[src/rtl/per_clk_rst_seq.sv]
// Per-channel peripheral reset release and clock-enable sequencer
// with on-demand oscillator handshake and sticky timeout flags.
module per_clk_rst_seq #(
  parameter int CH_NUM = 4,
  parameter int CLK_ON_AFTER_PER_RST_RELEASE = 2,
  parameter int OSC_TIMEOUT = 64,
  parameter logic [CH_NUM-1:0] NEEDS_OSC = '0
) (
  input  logic              i_clk,
  input  logic              sys_rst,
  input  logic              testmode,
  input  logic [CH_NUM-1:0] sft_rst_req,
  input  logic [CH_NUM-1:0] run_req,
  input  logic              osc_rdy,
  input  logic [CH_NUM-1:0] err_clr,
  output logic [CH_NUM-1:0] per_rst_n,
  output logic [CH_NUM-1:0] clk_en,
  output logic              osc_req,
  output logic [CH_NUM-1:0] err
);

  localparam int DLY_W = (CLK_ON_AFTER_PER_RST_RELEASE > 0) ?
    $clog2(CLK_ON_AFTER_PER_RST_RELEASE + 1) : 1;
  localparam int TO_W = $clog2(OSC_TIMEOUT + 1);
  localparam logic [DLY_W-1:0] DLY_INIT =
    DLY_W'(CLK_ON_AFTER_PER_RST_RELEASE);
  localparam logic [TO_W-1:0] TO_INIT = TO_W'(OSC_TIMEOUT);

  typedef enum logic [2:0] {
    S_RESET,
    S_DELAY,
    S_IDLE,
    S_OREQ,
    S_RUN
  } state_e;

  state_e            state_q [CH_NUM];
  state_e            state_d [CH_NUM];
  logic [DLY_W-1:0]  dly_q   [CH_NUM];
  logic [DLY_W-1:0]  dly_d   [CH_NUM];
  logic [TO_W-1:0]   to_q    [CH_NUM];
  logic [TO_W-1:0]   to_d    [CH_NUM];
  logic [CH_NUM-1:0] rst_n_q, rst_n_d;
  logic [CH_NUM-1:0] en_q, en_d;
  logic [CH_NUM-1:0] err_q, err_d;
  logic [CH_NUM-1:0] req_d;
  logic [CH_NUM-1:0] err_set;
  logic              osc_req_q, osc_req_d;

  always_comb begin
    err_set = '0;
    rst_n_d = '0;
    en_d    = '0;
    req_d   = '0;
    err_d   = '0;
    for (int i = 0; i < CH_NUM; i++) begin
      state_d[i] = state_q[i];
      dly_d[i]   = dly_q[i];
      to_d[i]    = to_q[i];
      // software reset beats every other transition, timeout included
      if (sft_rst_req[i]) begin
        state_d[i] = S_RESET;
        dly_d[i]   = '0;
        to_d[i]    = '0;
      end else begin
        unique case (state_q[i])
          S_RESET: begin
            if (CLK_ON_AFTER_PER_RST_RELEASE == 0) begin
              state_d[i] = S_IDLE;
            end else begin
              state_d[i] = S_DELAY;
              dly_d[i]   = DLY_INIT;
            end
          end
          S_DELAY: begin
            if (dly_q[i] <= DLY_W'(1)) begin
              state_d[i] = S_IDLE;
              dly_d[i]   = '0;
            end else begin
              dly_d[i] = dly_q[i] - DLY_W'(1);
            end
          end
          S_IDLE: begin
            if (run_req[i]) begin
              if (NEEDS_OSC[i]) begin
                state_d[i] = S_OREQ;
                to_d[i]    = TO_INIT;
              end else begin
                state_d[i] = S_RUN;
              end
            end
          end
          S_OREQ: begin
            if (osc_rdy) begin
              state_d[i] = S_RUN;
              to_d[i]    = '0;
            end else if (!run_req[i]) begin
              state_d[i] = S_IDLE;
              to_d[i]    = '0;
            end else if (to_q[i] <= TO_W'(1)) begin
              state_d[i] = S_IDLE;
              to_d[i]    = '0;
              err_set[i] = 1'b1;
            end else begin
              to_d[i] = to_q[i] - TO_W'(1);
            end
          end
          S_RUN: begin
            if (!run_req[i]) begin
              state_d[i] = S_IDLE;
            end else if (NEEDS_OSC[i] && !osc_rdy) begin
              state_d[i] = S_OREQ;
              to_d[i]    = TO_INIT;
            end
          end
          default: state_d[i] = S_RESET;
        endcase
      end
      rst_n_d[i] = (state_d[i] != S_RESET);
      en_d[i]    = (state_d[i] == S_RUN);
      req_d[i]   = (state_d[i] == S_OREQ) ||
                   ((state_d[i] == S_RUN) && NEEDS_OSC[i]);
      err_d[i]   = err_set[i] | (err_q[i] & ~err_clr[i]);
    end
    osc_req_d = |req_d;
  end

  always_ff @(posedge i_clk) begin
    if (sys_rst) begin
      for (int i = 0; i < CH_NUM; i++) begin
        state_q[i] <= S_RESET;
        dly_q[i]   <= '0;
        to_q[i]    <= '0;
      end
      rst_n_q   <= '0;
      en_q      <= '0;
      err_q     <= '0;
      osc_req_q <= 1'b0;
    end else begin
      for (int i = 0; i < CH_NUM; i++) begin
        state_q[i] <= state_d[i];
        dly_q[i]   <= dly_d[i];
        to_q[i]    <= to_d[i];
      end
      rst_n_q   <= rst_n_d;
      en_q      <= en_d;
      err_q     <= err_d;
      osc_req_q <= osc_req_d;
    end
  end

  assign per_rst_n = rst_n_q;
  assign clk_en    = en_q | {CH_NUM{testmode}};
  assign osc_req   = osc_req_q;
  assign err       = err_q;

endmodule

[config.mk]
export PLATFORM = sky130hd
export DESIGN_NAME = per_clk_rst_seq
export DESIGN_NICKNAME = d
export VERILOG_FILES = /design/src/rtl/per_clk_rst_seq.sv
export SDC_FILE = /design/constraint.sdc
export NUM_CORES = 1
export LEC_CHECK = 0
export CAP_MARGIN = 20
export CELL_PAD_IN_SITES_DETAIL_PLACEMENT = 1
export CELL_PAD_IN_SITES_GLOBAL_PLACEMENT = 1
export CORE_MARGIN = 8
export CORE_UTILIZATION = 39
export CTS_CLUSTER_DIAMETER = 200
export DETAILED_ROUTE_END_ITERATION = 10
export PLACE_DENSITY = 0.78
export RECOVER_POWER = 25
export SETUP_SLACK_MARGIN = 0.15
export SYNTH_ARGS = -nofsm -noshare
export SYNTH_HDL_FRONTEND = slang
export SYNTH_SLANG_ARGS = --single-unit
export TNS_END_PERCENT = 20
[constraint.sdc]
create_clock -name i_clk -period 1.8 [get_ports i_clk]
set_input_delay 0.54 -clock i_clk [delete_from_list [all_inputs] [get_ports i_clk]]
set_output_delay 0.54 -clock i_clk [all_outputs]
set_load 0.03 [all_outputs]
==> results of run 1 <==
==> final cells by class <==
type,count,area share [%]
clock inverter,1,0.7960
sequential,61,32.54
multi-input combinational,243,42.95
clock buffer,13,4.478
tap,99,3.284
timing repair buffer,66,14.46
inverter,15,1.493
==> Yosys cell counts, drive strengths merged, types with 3 or more instances <==
cell type,instances
dfxtp,61
nor2,58
nor3,26
inv,15
a21oi,14
nor2b,14
nand2,12
xnor2,12
clkbuf,10
o21ai,10
xor2,10
nor3b,9
ha,8
nand3,7
o32a,6
or2,6
buf,5
nand3b,5
or3,4
or4,4
a21boi,3
mux2i,3
nand2b,3
nor4,3
==> stage by stage <==
step,instances,hold slack [ns],util [%],power [µW],area [µm²]
2_1_floorplan,334,0.4575,-,1575,2898
4_1_cts,497,0.4979,51.87,2978,3742
6_report,498,0.4879,52.29,2953,3772
5_1_grt,498,0.5276,52.29,3066,3772
3_3_place_gp,483,0.4699,48.61,1703,3507
3_5_place_dp,483,0.4866,48.61,1712,3507
==> sequential cells by signal, indices dropped and copies added (netlist names) <==
| register | flops |
|---|---|
| en_q | 4 |
| per_rst_n | 4 |
| err | 4 |
| to_q | 28 |
| dly_q | 8 |
| osc_req | 1 |
| state_q | 12 |
==> power groups by stage <==
stage / Combinational, µW / Clock (µW) / Sequential [µW]
CTS: 290 / 1290 / 1400
global placement: 278 / 0 / 1430
global route: 317 / 1350 / 1400
detailed placement: 285 / 0 / 1430
finish: 293 / 1260 / 1400
floorplan: 147 / 0 / 1430
==> timing repair <==
item / in CTS / in global routing
gates cloned: 0 / 0
pin swaps: 2 / 3
setup endpoints to repair: 32 / 27
setup buffers: 0 / 1
resized for setup: 57 / 12
==> path summary, 6_finish.rpt <==
path	depth (start not counted)	to	from
hold / removal	2	dly_q[3][0]	dly_q[3][0]
hold reg to reg	2	dly_q[3][0]	dly_q[3][0]
setup / recovery	5	osc_req	to_q[3][2]
setup reg to reg	5	osc_req	to_q[3][2]
==> worst min-delay path: stages, from the launching register on <==
cell and delay [ns]:
dfxtp_1 0.31, o21ai_0 0.06, a21boi_0 0.07
==> per-layer routing <==
metal	wire, µm	track usage, %	up-vias
li1	-	-	1268
met1	3483	17.97	1243
met2	3695	27.04	35
met3	219	3.065	13
met4	145	7.675	0
met5	0	0	-
==> cells in the final DEF (no fill, tap or decap), drive strengths merged, types with 5 or more instances in the layout <==
cell | synthesis | final
ha | 8 | 8
dfxtp | 61 | 61
inv | 15 | 15
o32a | 6 | 6
xnor2 | 12 | 12
dlygate4sd2 | 0 | 12
xor2 | 10 | 10
clkdlybuf4s50 | 0 | 11
a21oi | 14 | 14
nand3b | 5 | 5
nor3b | 9 | 9
nand2 | 12 | 12
or2 | 6 | 6
buf | 5 | 40
nor2 | 58 | 58
nor2b | 14 | 14
clkbuf | 10 | 16
nor3 | 26 | 26
nand3 | 7 | 7
o21ai | 10 | 10
==> logic make-up (layout without fill, tap and decap cells) <==
group           count (synthesis)  after routing  share of synthesized area (%)
compound gates                 49             49                          12.08
xor+xnor                       22             22                          6.669
buf+inv                        30             95                          4.417
mux                             5              5                          1.819
flops                          61             61                          42.27
simple gates                  159            159                          29.28
fa+ha+maj                       8              8                          3.465
==> metrics.txt, run 1 <==
Synth Register Bits=61; Inserted Clock Buffers=9; Max clock buf depth=2; Layout Nets=420; critical path arrival=1.90 ns; Clk pwr share=42.7%; vias in the first global route=2,750; area share of the largest cell type after synthesis=42.27%; Yosys warning count=0; VDD IR max=561.4 µV; cell area after synthesis=2889 µm²; Primary FF master, synth=dfxtp_1; f_max=0.5949 GHz; worst path bufs/invs=0; CTS tree=built; Final WS setup=0.1192 ns; Initial Util=40.05%; CP Capture Type=flop; Worst Path Required=2.02 ns; GRT Overall Usage=15.64%; CTS sink cnt=61; Root Driver=clkbuf_8; Max Clock Skew=0.007795 ns; Comb power frac=9.9%; Core ar.=7214 µm²; clk_lat worst skew=0.34 ns; global route overflow=0; number of fill cells=880; Top Family by Delay on Critical Path=simple AND/OR/NAND/NOR gates; fin crit period=1.681 ns; ys async rst share=0%; drt wl/cell=15.15 µm; Max stage delay on crit path=0.56 ns; area of the multi-input gates=1620 µm²; max_cap viols=0; top cells by area, synth=dfxtp_1 42%, nor2_1 7.5%, nor3_1 4.3%, xnor2_1 3.6%, ha_1 3.5%; outcome=complete, no violations; CP max-delay cell=or4_4; Int Power=2257 µW; total die area=10,420 µm²; final period utilization=93.38%; DR DRC count=0; final WL=7543 µm; initial antenna violation count=0; register area=1227 µm²; Inserted Diodes=0; H-Tree Depth=3; CP max FO=3; Place WS=-0.7407 ns; synth unique cells=50; Vias=2,559; largest net degree at the start of global routing=14; sequential power share=47.4%; Slew HR=71.71%; Die Span Y=102.1 µm; hold buffer count at cts=0; Core Rows=31; first-pass GRT wire length=12,850 µm; layout cells sized above 1=22.06%; leak pwr=0.001517 µW; Slew @ Worst Pin=0.4204 ns; worst-path cell chain=or4_4 > nor3_4 > o32a_1 > o32a_1 > o211ai_2; global placer's final weighted congestion=0.7889; Hold Vio Cnt, Final=0; clock-pin slew on the worst setup and hold paths=0.06 ns; CP Launch Type=flop; Antenna Nets Post-Route=0; Sw Ratio=23.56%; TritonRoute pass-1 iters=4; HP Class=reg2reg; Power Density=782.9 nW/µm²; Setup CP Type=reg2reg; Synth Net Count=358; Die W=102.1 µm; top cell type by total area after synthesis=dfxtp_1; Net Switching=695.9 µW; Synth-to-Final Area Change=30.58%; Setup Viol. Count Final=0; vias per inst=5.139; Mapped Cells=334; setup TNS=0 ns; hpwl dp=5398 µm; R2R Setup Slk=0.12 ns; Post-synth EDFFs=0; Seq/Total Area, Yosys=42.27%; RSZ-0062 raised after global routing=true; syn_area_per_cell=8.650 µm²; IO Count=29; DR iter-0 viols=51; CP most frequent cell=o32a_1; Slew Limit Fails=0; # port buffers=28
No activity file was read; power rests on OpenSTA's default activity.
==> run 2: changes to the inputs <==
--- a/config.mk
+++ b/config.mk
@@ -12,8 +12,8 @@
 export CORE_UTILIZATION = 39
 export CTS_CLUSTER_DIAMETER = 200
 export DETAILED_ROUTE_END_ITERATION = 10
-export PLACE_DENSITY = 0.78
-export RECOVER_POWER = 25
+export PLACE_DENSITY = 0.84
+export RECOVER_POWER = 100
 export SETUP_SLACK_MARGIN = 0.15
 export SYNTH_ARGS = -nofsm -noshare
 export SYNTH_HDL_FRONTEND = slang
==> metrics.txt, run 2 (synthesis results as in run 1) <==
outcome=complete, no violations; global placer's final weighted congestion=0.8001 (+1.4%); layout cells sized above 1=19.20% (-2.9 points); Sw Ratio=25.28% (+1.7 points); drt wl/cell=16.54 µm (+9.2%); HP Class=reg2reg; IO Count=29 (unchanged); critical path arrival=2.03 ns (+0.13 ns); number of fill cells=887 (+0.80%); VDD IR max=534.3 µV (-4.8%); clock-pin slew on the worst setup and hold paths=0.07 ns (about the same); CP max FO=9 (+6); Setup CP Type=reg2reg; leading cell types in the layout, fill and taps excluded=58 x nor2_1, 57 x dfxtp_1, 28 x buf_4; Setup Viol. Count Final=0 (unchanged); Root Driver=clkbuf_8; Layout Nets=420 (unchanged); Worst Path Required=2.07 ns (+0.05 ns); final period utilization=97.57% (+4.2 points); H-Tree Depth=3 (unchanged); vias per inst=5.204 (+1.3%); max FFs per register=28 (unchanged); Initial Util=40.05% (unchanged); Max Clock Skew=0.007518 ns (-0.0002766 ns); hold path depth=2 (unchanged); placed insts=480 (-0.62%); Reg with most FFs=to_q; reg2reg path depth=6 (+1); CP Launch Type=flop; initial antenna violation count=0 (unchanged); Vias=2,602 (+1.7%); Final WS setup=0.04367 ns (-0.07551 ns); clk_lat worst skew=0.35 ns (about the same); Core ar.=7214 µm² (unchanged); Inserted Clock Buffers=9 (unchanged); final cell count without fillers=500 (+0.40%); Die W=102.1 µm (unchanged); fin crit period=1.756 ns (+0.07551 ns); r2r startpoint=state_q[1][1]; Slew @ Worst Pin=0.4787 ns (+0.05829 ns); Core Rows=31 (unchanged); largest net degree at the start of global routing=16 (+2); Slew HR=67.79% (-3.9 points); RSZ-0062 raised after global routing=true; min-delay src=dly_q[3][0]; Min-Delay Endpoint=dly_q[3][0]; f_max=0.5694 GHz (-4.3%); max_cap viols=0 (unchanged); Net Switching=736.9 µW (+5.9%); TritonRoute pass-1 iters=4 (unchanged); total die area=10,420 µm² (unchanged); Clk pwr share=42.2% (-0.5 points); first-pass GRT wire length=13,600 µm (+5.8%); Synth-to-Final Area Change=28.19%; Hold Vio Cnt, Final=0 (unchanged); CTS sink cnt=61 (unchanged); reg2reg end=osc_req; placed instance area=3485 µm² (-0.64%); Power Density=787.1 nW/µm² (+0.54%); GRT Overall Usage=16.45% (+0.81 points); Core Util, Final=51.34% (-0.95 points); Place WS=-0.7003 ns (+0.04046 ns); leak pwr=0.001488 µW (-1.9%); Final Instance Area=3704 µm² (-1.8%); vias in the first global route=2,906 (+5.7%); global route overflow=0 (unchanged); Inserted Diodes=0 (unchanged); Critical Path Start=state_q[1][1]; largest registers=to_q (28), state_q (12), dly_q (8); sequential power share=48.0% (+0.6 points); final WL=8269 µm (+9.6%); Die Span Y=102.1 µm (unchanged); Max clock buf depth=2 (unchanged); CP Capture Type=flop; Power Total=2915 µW (-1.3%); Comb power frac=9.8% (about the same); CTS tree=built; R2R Setup Slk=0.04 ns (-0.08 ns); Antenna Nets Post-Route=0 (unchanged); Slew Limit Fails=0 (unchanged); commonest non-fill, non-tap cell in the layout=nor2_1; hpwl dp=5733 µm (+6.2%); DR DRC count=0 (unchanged); Int Power=2178 µW (-3.5%); DR iter-0 viols=34 (-33%); # port buffers=28 (unchanged)
-- run 2: changes by cell type in the layout (fill, tap and decap cells not counted), moves of 2 or more --
cell	delta
dlygate4sd3_1	+3
o21ba_2	-2
nor2b_2	-2
clkbuf_2	+6
nor2b_1	+2
buf_4	-8
clkdlybuf4s50_1	-4
o21ba_1	+2
buf_6	-4
clkinv_2	+2
clkbuf_8	-2
clkbuf_1	+5
-- run 2: power by group through the flow --
stage	Combinational, µW	Clock [µW]	Sequential (µW)
floorplan	147	0	1430
global placement	276	0	1420
detailed placement	287	0	1430
CTS	291	1250	1400
global route	311	1300	1400
finish	287	1230	1400
-- run 2: area by class of cell --
| type | count | area [µm²] | area share [%] |
|---|---|---|---|
| inverters | 15 | 56.30 | 1.520 |
| clock buffers | 12 | 145.1 | 3.919 |
| multi-input cells | 243 | 1608 | 43.41 |
| clock inverters | 4 | 47.55 | 1.284 |
| well taps | 99 | 123.9 | 3.345 |
| flip-flops and latches | 61 | 1226 | 33.11 |
| repair buffers | 66 | 496.7 | 13.41 |
-- run 2: through the flow --
stage / hold WS [ns] / setup TNS [ns]
floorplan: 0.4575 / 0
global placement: 0.4672 / -6.866
detailed placement: 0.4839 / -9.608
CTS: 0.5012 / 0
global route: 0.5048 / 0
finish: 0.4980 / 0
-- run 2: routing by layer --
metal | vias up | global-route usage [%] | wire [µm]
met3 | 18 | 4.019 | 214
met2 | 39 | 30.53 | 4430
li1 | 1275 | - | -
met4 | 0 | 7.449 | 213
met5 | - | 0 | 0
met1 | 1270 | 16.96 | 3411
-- run 2: worst max-delay path by stage --
| stage | slack, ns | depth (start not counted) | end |
|---|---|---|---|
| 5_1_grt | 0.005 | 6 | osc_req |
| 2_1_floorplan | 0.16 | 5 | osc_req |
| 6_report | 0.04 | 6 | osc_req |
| 3_5_place_dp | -0.70 | 3 | clk_en[1] |
| 3_3_place_gp | -0.70 | 3 | clk_en[3] |
| 4_1_cts | 0.12 | 5 | osc_req |
-- run 2: what timing repair did --
action	in CTS	in global routing
hold buffers	0	0
resized for setup	59	7
endpoints found under the setup margin	34	32
pin swaps	5	3
buffers inserted	0	4
-- run 2: worst max-delay path, cell delays in order, from the launching register on --
cell      delay [ns]
dfxtp_1         0.39
buf_4           0.19
nor2b_1         0.26
nor2b_1         0.21
a211oi_1        0.10
o32a_1          0.39
o211ai_2        0.14
==> run 3: changes to the inputs <==
--- a/config.mk
+++ b/config.mk
@@ -5,14 +5,15 @@
 export SDC_FILE = /design/constraint.sdc
 export NUM_CORES = 1
 export LEC_CHECK = 0
+export ABC_AREA = 1
 export CAP_MARGIN = 20
 export CELL_PAD_IN_SITES_DETAIL_PLACEMENT = 1
 export CELL_PAD_IN_SITES_GLOBAL_PLACEMENT = 1
 export CORE_MARGIN = 8
-export CORE_UTILIZATION = 39
+export CORE_UTILIZATION = 37
 export CTS_CLUSTER_DIAMETER = 200
 export DETAILED_ROUTE_END_ITERATION = 10
-export PLACE_DENSITY = 0.84
+export PLACE_DENSITY = 0.83
 export RECOVER_POWER = 100
 export SETUP_SLACK_MARGIN = 0.15
 export SYNTH_ARGS = -nofsm -noshare
==> metrics.txt, run 3 <==
outcome=complete, no violations; max FFs per register=28 (unchanged); fin crit period=1.699 ns (-0.05716 ns); placed insts=548 (+14%); Vias=2,730 (+4.9%); critical path arrival=1.16 ns (-0.87 ns); clock-pin slew on the worst setup and hold paths=0.07 ns (about the same); Initial Util=38.24% (-1.8 points); Setup CP Type=in2out; area share of the largest cell type after synthesis=41.32% (-0.95 points); Sw Ratio=24.14% (-1.1 points); # port buffers=28 (unchanged); top cell type by total area after synthesis=dfxtp_1; f_max=0.5885 GHz (+3.4%); DR DRC count=0 (unchanged); Power Total=2926 µW (+0.39%); top cells by area, synth=dfxtp_1 41%, nand2_1 7.7%, inv_1 7.2%, nor2_1 6.4%, xor2_1 5.6%; Seq/Total Area, Yosys=41.32% (-0.95 points); Setup Viol. Count Final=0 (unchanged); R2R Setup Slk=0.22 ns (+0.18 ns); final WL=7631 µm (-7.7%); Comb power frac=9.2% (-0.6 points); number of fill cells=988 (+11%); Root Driver=clkbuf_8; IO Count=29 (unchanged); most instantiated cells after synthesis=61 x dfxtp_1, 61 x nand2_1, 57 x inv_1, 50 x nor2_1, 27 x nand3_1; initial antenna violation count=0 (unchanged); Slew HR=76.44% (+8.6 points); leading cell types in the layout, fill and taps excluded=61 x nand2_1, 61 x dfxtp_1, 57 x inv_1; Core ar.=7727 µm² (+7.1%); final cell count without fillers=563 (+13%); Layout Nets=482 (+15%); Primary FF master, synth=dfxtp_1; Inserted Clock Buffers=9 (unchanged); leak pwr=0.001537 µW (+3.2%); vias in the first global route=2,900 (-0.21%); global placer's final weighted congestion=0.7724 (-3.5%); Clk pwr share=43.1% (+0.9 points); sequential power share=47.7% (-0.3 points); clk_lat worst skew=0.34 ns (about the same); Reg with most FFs=to_q; Post-synth EDFFs=0 (unchanged); reg2reg path depth=10 (+4); largest net degree at the start of global routing=11 (-5); hold buffer count at cts=0 (unchanged); Synth Net Count=421 (+18%); Max Clock Skew=0.005717 ns (-0.001801 ns); Inserted Diodes=0 (unchanged); synth unique cells=35 (-30%); vias per inst=4.849 (-6.8%); max_cap viols=0 (unchanged); HP Class=reg2reg; Synth-to-Final Area Change=24.64%; GRT Overall Usage=14.30% (-2.2 points); Net Switching=706.3 µW (-4.2%); Yosys warning count=0 (unchanged); largest registers=to_q (28), state_q (12), dly_q (8); H-Tree Depth=3 (unchanged); syn_area_per_cell=7.444 µm² (-14%); last element of the critical path=clk_en[1]; hpwl dp=5880 µm (+2.6%); ys async rst share=0% (unchanged); drt wl/cell=13.55 µm (-18%); Slew @ Worst Pin=0.3530 ns (-0.1257 ns); final period utilization=94.40% (-3.2 points); Core Rows=32 (+3.2%); total die area=11,100 µm² (+6.6%); Slew Limit Fails=0 (unchanged); CP max FO=4 (-5); VDD IR max=309.6 µV (-42%); CTS tree=built; TritonRoute pass-1 iters=4 (unchanged); Final WS setup=0.1008 ns (+0.05716 ns); Die W=105.4 µm (+3.2%); reg2reg end=osc_req; cell area after synthesis=2955 µm² (+2.3%); RSZ-0062 raised after global routing=true; r2r startpoint=to_q[0][1]; layout cells sized above 1=16.49% (-2.7 points); CP Capture Type=primary output; CP Launch Type=input pin; DR iter-0 viols=55 (+62%); Synth Register Bits=61 (unchanged); Mapped Cells=397 (+19%); global route overflow=0 (unchanged); Critical Path Start=testmode; Max clock buf depth=2 (unchanged); CTS sink cnt=61 (unchanged); Hold Vio Cnt, Final=0 (unchanged); Core Util, Final=47.67% (-3.7 points); Die Span Y=105.4 µm (+3.2%); Worst Path Required=1.26 ns (-0.81 ns); Place WS=-0.6965 ns (+0.003803 ns); Int Power=2220 µW (+1.9%); Antenna Nets Post-Route=0 (unchanged); first-pass GRT wire length=13,110 µm (-3.6%); Power Density=794.4 nW/µm² (+0.93%)
==> run 3: cell count changes in the layout (fill, tap and decap cells not counted), moves of 9 or more <==
cell / delta
buf_4: -9
nor3_1: -18
inv_1: +42
nand2_1: +49
nand3_1: +20
nor2b_1: -14
xor2_1: +9
xnor2_1: -11
==> run 3: layer usage <==
metal	GRT usage, %	routed length, µm
met2	25.04	3893
met4	6.422	120
met3	2.923	219
met5	0	0
met1	16.37	3397
==> run 3: worst min-delay path by stage <==
| stage | depth (start not counted) | endpoint | slack (ns) | from |
|---|---|---|---|---|
| 3_5_place_dp | 1 | dly_q[1][0] | 0.46 | dly_q[1][0] |
| 6_report | 2 | err[2] | 0.47 | err[2] |
| 5_1_grt | 1 | dly_q[1][0] | 0.51 | dly_q[1][0] |
| 3_3_place_gp | 2 | dly_q[3][0] | 0.45 | dly_q[3][0] |
| 2_1_floorplan | 1 | dly_q[1][0] | 0.43 | dly_q[1][0] |
| 4_1_cts | 2 | err[2] | 0.47 | err[2] |
==> run 3: power by group through the flow <==
stage | Sequential (µW) | Clock (µW) | Combinational (µW)
floorplan | 1440 | 0 | 136
global placement | 1430 | 0 | 271
finish | 1400 | 1260 | 269
detailed placement | 1430 | 0 | 281
CTS | 1400 | 1290 | 281
global route | 1400 | 1350 | 298
==> run 3: cell type report <==
class                           instances  area [µm²]  area share [%]
Clock buffer                           13       168.9           4.586
Clock inverter                          1       30.03          0.8152
Inverter                               66       250.2           6.793
Multi-Input combinational cell        268        1480           40.18
Sequential cell                        61        1221           33.15
Tap cell                              102       127.6           3.465
Timing Repair Buffer                   52       405.4           11.01
==> run 3: critical path, stage by stage <==
cell and delay, ns:
buf_2 0.12, or2_2 0.30, clkbuf_2 0.19
==> run 3: cell families after synthesis <==
group           after synthesis  share of synthesized area (%)
flops                        61                          41.32
compound gates               57                          11.26
fa+ha+maj                     8                          3.387
xor+xnor                     20                          5.927
simple gates                183                          29.38
buf+inv                      68                          8.722
==> run 3: repair_timing <==
| action | in CTS | in global routing |
|---|---|---|
| gates resized for setup | 42 | 4 |
| buffers inserted | 0 | 1 |
| gates cloned | 0 | 0 |
| endpoints found under the setup margin | 13 | 19 |
==> run 3: stage by stage <==
step / hold WS (ns) / setup TNS [ns] / instance area [µm²]
after global routing: 0.5122 / 0 / 3684
after CTS: 0.4683 / 0 / 3716
final: 0.4676 / 0 / 3684
after detailed placement: 0.4572 / -3.855 / 3526
after global placement: 0.4486 / -3.170 / 3526
after floorplan: 0.4255 / 0 / 2955
